## src/rtl/ll_head_table_stage.sv

```systemverilog
// Head-pointer table stage: looks up a bucket's head pointer and forwards the command downstream.
// Optional LL_HT_STATS_EN adds lookup/hit counters. Writes that race a lookup are bypassed into the result.
module ll_head_table_stage #(
    parameter int KEY_WIDTH    = 32,
    parameter int BUCKET_WIDTH = 8,
    parameter int PTR_WIDTH    = 8,
    parameter int RAM_LATENCY  = 2
) (
    input  logic                    clk_i,
    input  logic                    rst_i,
    input  logic                    in_valid_i,
    output logic                    in_ready_o,
    input  logic [KEY_WIDTH-1:0]    in_key_i,
    input  logic [1:0]              in_opcode_i,
    input  logic [BUCKET_WIDTH-1:0] in_bucket_i,
    output logic                    out_valid_o,
    input  logic                    out_ready_i,
    output logic [KEY_WIDTH-1:0]    out_key_o,
    output logic [1:0]              out_opcode_o,
    output logic [PTR_WIDTH-1:0]    out_head_ptr_o,
    output logic                    out_head_ptr_val_o,
    input  logic [PTR_WIDTH-1:0]    ht_wr_data_ptr_i,
    input  logic                    ht_wr_data_ptr_val_i,
    input  logic                    ht_wr_en_i,
    input  logic                    clear_run_i,
    output logic                    clear_done_o,
    output logic                    busy_o
`ifdef LL_HT_STATS_EN
    ,
    output logic [31:0]             stat_lookups_o,
    output logic [31:0]             stat_hits_o
`endif
);
    // state | meaning
    // IDLE  | ready for a command or a clear request
    // READ  | waiting RAM_LATENCY cycles for the head RAM
    // HOLD  | result presented downstream until accepted
    // CLEAR | zeroing the table, one address per cycle
    typedef enum logic [1:0] {IDLE, READ, HOLD, CLEAR} state_t;

    localparam int         DEPTH    = 2 ** BUCKET_WIDTH;
    localparam int         WORD_W   = PTR_WIDTH + 1;
    localparam logic [1:0] LAT_LOAD = 2'(RAM_LATENCY - 1);

    state_t                  state;
    logic [BUCKET_WIDTH-1:0] lat_bucket;
    logic [BUCKET_WIDTH-1:0] wr_bucket;
    logic [BUCKET_WIDTH-1:0] clr_addr;
    logic [1:0]              lat_cnt;
    logic                    byp_armed;
    logic [WORD_W-1:0]       byp_word;

    logic [WORD_W-1:0] mem [DEPTH];
    logic [WORD_W-1:0] rd_pipe [RAM_LATENCY];

    logic [WORD_W-1:0]       wr_word;
    logic [BUCKET_WIDTH-1:0] cmp_bucket;
    logic                    wr_hit;
    logic [WORD_W-1:0]       cap_word;
    logic                    ram_we;
    logic [BUCKET_WIDTH-1:0] ram_addr;
    logic [WORD_W-1:0]       ram_wdata;

    assign wr_word    = {ht_wr_data_ptr_val_i, ht_wr_data_ptr_i};
    assign cmp_bucket = (state == IDLE) ? in_bucket_i : lat_bucket;
    assign wr_hit     = ht_wr_en_i && (wr_bucket == cmp_bucket);
    // A write landing in the capture cycle is newer than anything the bypass register holds.
    assign cap_word   = wr_hit ? wr_word : (byp_armed ? byp_word : rd_pipe[RAM_LATENCY-1]);

    assign ram_we    = (state == CLEAR) || ht_wr_en_i;
    assign ram_addr  = (state == CLEAR) ? clr_addr : wr_bucket;
    assign ram_wdata = (state == CLEAR) ? '0 : wr_word;

    assign in_ready_o = (state == IDLE) && !clear_run_i;
    assign busy_o     = (state != IDLE);

    always_ff @(posedge clk_i) begin
        if (ram_we) mem[ram_addr] <= ram_wdata;
        rd_pipe[0] <= mem[in_bucket_i];
        for (int i = 1; i < RAM_LATENCY; i++) rd_pipe[i] <= rd_pipe[i-1];
    end

    always_ff @(posedge clk_i or posedge rst_i) begin
        if (rst_i) begin
            state              <= IDLE;
            lat_bucket         <= '0;
            wr_bucket          <= '0;
            clr_addr           <= '0;
            lat_cnt            <= '0;
            byp_armed          <= 1'b0;
            byp_word           <= '0;
            out_valid_o        <= 1'b0;
            out_key_o          <= '0;
            out_opcode_o       <= '0;
            out_head_ptr_o     <= '0;
            out_head_ptr_val_o <= 1'b0;
            clear_done_o       <= 1'b0;
        end else begin
            clear_done_o <= 1'b0;
            case (state)
                IDLE: begin
                    if (clear_run_i) begin
                        clr_addr <= '0;
                        state    <= CLEAR;
                    end else if (in_valid_i) begin
                        out_key_o    <= in_key_i;
                        out_opcode_o <= in_opcode_i;
                        lat_bucket   <= in_bucket_i;
                        lat_cnt      <= LAT_LOAD;
                        byp_armed    <= wr_hit;
                        byp_word     <= wr_word;
                        state        <= READ;
                    end
                end
                READ: begin
                    if (wr_hit) begin
                        byp_armed <= 1'b1;
                        byp_word  <= wr_word;
                    end
                    if (lat_cnt == 2'd0) begin
                        out_valid_o        <= 1'b1;
                        out_head_ptr_o     <= cap_word[PTR_WIDTH-1:0];
                        out_head_ptr_val_o <= cap_word[PTR_WIDTH];
                        state              <= HOLD;
                    end else begin
                        lat_cnt <= lat_cnt - 2'd1;
                    end
                end
                HOLD: begin
                    if (out_ready_i) begin
                        out_valid_o <= 1'b0;
                        wr_bucket   <= lat_bucket;
                        state       <= IDLE;
                    end else if (wr_hit) begin
                        out_head_ptr_o     <= ht_wr_data_ptr_i;
                        out_head_ptr_val_o <= ht_wr_data_ptr_val_i;
                    end
                end
                CLEAR: begin
                    if (clear_run_i) begin
                        clr_addr <= '0;
                    end else if (clr_addr == '1) begin
                        clear_done_o <= 1'b1;
                        state        <= IDLE;
                    end else begin
                        clr_addr <= clr_addr + 1'b1;
                    end
                end
                default: state <= IDLE;
            endcase
        end
    end

`ifdef LL_HT_STATS_EN
    logic out_hs;
    assign out_hs = out_valid_o && out_ready_i;

    always_ff @(posedge clk_i or posedge rst_i) begin
        if (rst_i) begin
            stat_lookups_o <= '0;
            stat_hits_o    <= '0;
        end else if (clear_run_i) begin
            stat_lookups_o <= '0;
            stat_hits_o    <= '0;
        end else if (out_hs) begin
            if (stat_lookups_o != '1) stat_lookups_o <= stat_lookups_o + 32'd1;
            if (out_head_ptr_val_o && (stat_hits_o != '1)) stat_hits_o <= stat_hits_o + 32'd1;
        end
    end
`endif

endmodule
```

## config.mk

```make
export PLATFORM = sky130hd
export DESIGN_NAME = ll_head_table_stage
export DESIGN_NICKNAME = d
export VERILOG_FILES = /design/src/rtl/ll_head_table_stage.sv
export SDC_FILE = /design/constraint.sdc
export NUM_CORES = 2
export LEC_CHECK = 0
export ABC_AREA = 1
export CORE_MARGIN = 2
export CORE_UTILIZATION = 60
export DETAILED_ROUTE_END_ITERATION = 7
export GPL_TIMING_DRIVEN = 1
export PLACE_DENSITY = 0.78
export SYNTH_ARGS = -nofsm -noshare
export SYNTH_HDL_FRONTEND = slang
export SYNTH_SLANG_ARGS = --single-unit
export TNS_END_PERCENT = 100
```

## constraint.sdc

```tcl
create_clock -name clk_i -period 11.1 [get_ports clk_i]
set_input_delay 1.665 -clock clk_i [delete_from_list [all_inputs] [get_ports clk_i]]
set_output_delay 1.665 -clock clk_i [all_outputs]
set_load 0.1 [all_outputs]
```

==> summary.txt <==
STA
  – Fin Setup TNS: 0 ns
  – Max_slew headroom: 8.46%
  – Max Slew Vio Count: 0
  – Clock Skew: 0.0445 ns
  – Final Setup Violations: 0
  – RSZ-0062 raised after global routing: no
  – Part of the cycle the worst path needs: 56.7%
  – Peak Freq: 0.159 GHz
  – Worst slew pin tran: 1.37 ns
  – Post-layout min period: 6.29 ns
  – Hold Vio Cnt, Final: 0
  – Hold_ws: 0.440 ns

Detailed routing
  – DRT Pass-1 Iters: 8
  – DRC viols: 0
  – Wirelength per Cell: 24.6 um
  – Via count: 66.1k
  – Antenna-violating nets left: 0
  – Initial DRC count: 10.6k
  – Met1 wire length: 93,500 um
  – DR vias/cell: 6.30
  – Final WL: 258,000 um
  – Routed wl met2: 119,000 um
  – Met3 wire len: 32,500 um
  – Max Used Layer: met5

CTS
  – Setup Fix Bufs, Post-CTS: 0
  – Clock Latency Late Sink: 0.86 ns
  – H-tree depth: 4
  – CTS sink count: 2,405
  – Hold-fix buffer count after cts: 0
  – Inserted Clock Buffers: 222
  – Clock slew at reported path FFs: 0.07 ns
  – Root buf cell: clkbuf_16
  – Cts repair resizes: 0
  – CTS tree: yes
  – Clock Path Buffers: 3

Global routing
  – First-pass GRT wire length: 387,000 um
  – Initial antenna violation count: 6
  – GR Util All Layers: 30.6%
  – Vias in the first global route: 62.9k
  – Overflow after GRT: 0
  – Pin count of the biggest net entering global routing: 360

Outcome
  – Status: finished clean

Final layout
  – # fillers: 11.3k
  – Final Non-Filler Cells: 10.5k
  – Proportion of layout cells with a drive suffix above 1: 5.75%
  – FF/Latch Area: 71,600 um^2
  – Footprint of the multi-input gates: 23,100 um^2
  – Area grow syn2layout: 9.17%
  – NumNets Final: 8,187
  – Commonest non-fill, non-tap cells in the layout: nand2_1, edfxtp_1, nand3_1
  – Most common cell after layout, fill and taps aside: nand2_1

Synthesis
  – Synthesized instance count: 8,263
  – Synth Register Bits: 2,405
  – Seq/Total Area, Yosys: 73.3%
  – Ys flop type: edfxtp_1
  – Average size of a mapped cell: 11.8 um^2
  – EDFF count, synth: 2,304
  – Area share of the leading cell type in the synthesized netlist: 70.8%
  – Ys Warns: 0
  – Top cell type by total area after synthesis: edfxtp_1
  – Ys async rst share: 3.45%
  – Net Count, Synth: 8,326
  – Synth top area cells: edfxtp_1, nand3_1, nand2_1
  – Synth unique cells: 38
  – Post-Syn Area: 97,700 um^2

Setup path
  – Crit-path max FO: 359
  – CP cell instances: buf_8 > clkinv_16 > buf_4 > buf_4 > buf_4 > nand2_1 > nand3_1 > nand3_1 > nand3_1 > nand3_1 > nand3_1 > nand3_1 > nand2_1 > nand2_1 > nand2_1
  – Worst path required time: 11.90 ns
  – CP startpoint kind: input pin
  – Kind of critical path: input pin to flip-flop
  – Worst path most repeated cell: nand3_1
  – CP Capture Type: flip-flop
  – Reg2reg path depth: 7
  – Critical path's slowest cell: buf_4
  – Worst Path Arrival: 7.09 ns
  – Critical Path Max Stage Delay: 0.99 ns

Die
  – # rows: 148
  – Die Height: 408 um
  – Die Wd: 408 um
  – Initial Utilization: 60.3%
  – Die area: 166,000 um^2
  – Core Region: 162,000 um^2
  – IO Count: 104

Pwr
  – VDD IR max: 0.000166 V
  – Pleak: 0.0374 uW
  – Pwr dens: 204 nW/um^2

Hold path
  – Hold Path Class: flip-flop to flip-flop
  – WHS Path Cells: 0

Run
  – Max cap viols: 0

Placement
  – Port buffer count: 103
  – DP Wirelength: 141,000 um
  – GPL Wtd Cong: 0.925
  – Cells after DPL: 10.1k
[layer usage]
metal | vias up | global-route usage [%]
li1 | 29000 | -
met1 | 31600 | 41.8
met2 | 4767 | 46.7
met3 | 786 | 7.22
met4 | 6 | 14.7
met5 | - | 0
[flip-flops by register name, summed over array words and instances (netlist names), 8 cells and up]
signal	flops
lat_bucket	8
out_key_o	32
byp_word	9
wr_bucket	8
out_head_ptr_o	8
rd_pipe	18
mem	2304
clr_addr	8
[kinds of logic after synthesis]
kind of cell               after synthesis  share of synthesized area [%]
adders and majority gates                6                         0.0768
and+or+nand+nor                       5097                           22.6
xor gates and xnor gates                 3                         0.0269
DFF                                   2405                           73.3
muxes                                   44                          0.507
AOI/OAI and AO/OA                       69                          0.394
buffers and inverters                  639                           3.16
[power by group]
part,leakage (uW),switching (uW),total [uW],internal [uW]
registers,0.0220,121,10900,10700
clock network,0.00346,3300,7480,4180
logic,0.0119,2830,3470,647
total,0.0374,6250,21800,15600
[area by class of cell]
| cell class | instances | area share, % |
|---|---|---|
| flip-flops and latches | 2405 | 67.1 |
| diodes | 3 | 0.00704 |
| repair buffers | 190 | 1.70 |
| clock buffers | 294 | 5.61 |
| clock inverters | 119 | 1.01 |
| multi-input cells | 5219 | 21.6 |
| well taps | 2175 | 2.55 |
| inverters | 86 | 0.345 |
[cell usage after synthesis, types with 2 or more instances]
cell      count
inv_1        75
nand2_1    2493
buf_6         6
edfxtp_1   2304
o21ai_2       2
mux2_2       44
o21ai_1      15
buf_2       349
a21oi_1       7
nor2_1      308
nor3_2        2
xor2_1        2
nor2_2        3
o21ai_0      37
inv_2         8
a221oi_1      2
buf_4        54
clkbuf_1     85
o22ai_1       2
nor3_1        3
ha_1          6
buf_1        59
dfxtp_1      18
clkinv_1      2
dfrtp_1      83
nand3_1    2282
[critical path, delay by kind of cell]
kind                   cells  cell delay (ns)
AND/OR/NAND/NOR           10             1.28
buffers and inverters      5             3.24
[path summary, 6_finish.rpt]
check	endpoint	start	slack, ns
worst min register to register	rd_pipe[0][15]	rd_pipe[0][6]	0.44
worst min-delay path	rd_pipe[0][15]	rd_pipe[0][6]	0.44
worst max register to register	mem[30][3]	state[1]	6.35
worst max-delay path	rd_pipe[0][2]	in_bucket_i[0]	4.81
min in group asynchronous	out_key_o[5]	rst_i	1.47
max in group asynchronous	lat_bucket[0]	rst_i	8.93
[metrics by stage]
step	worst slack [ns]	util (%)	instance area, um^2	power, uW
floorplan	2.02	-	97700	13300
global placement	4.51	61.4	99600	14300
detailed placement	4.43	61.4	99600	14400
CTS	5.30	65.8	107000	21700
global route	4.82	65.8	107000	22300
finish	4.81	65.8	107000	21800
(Power assumes the default switching activity.)
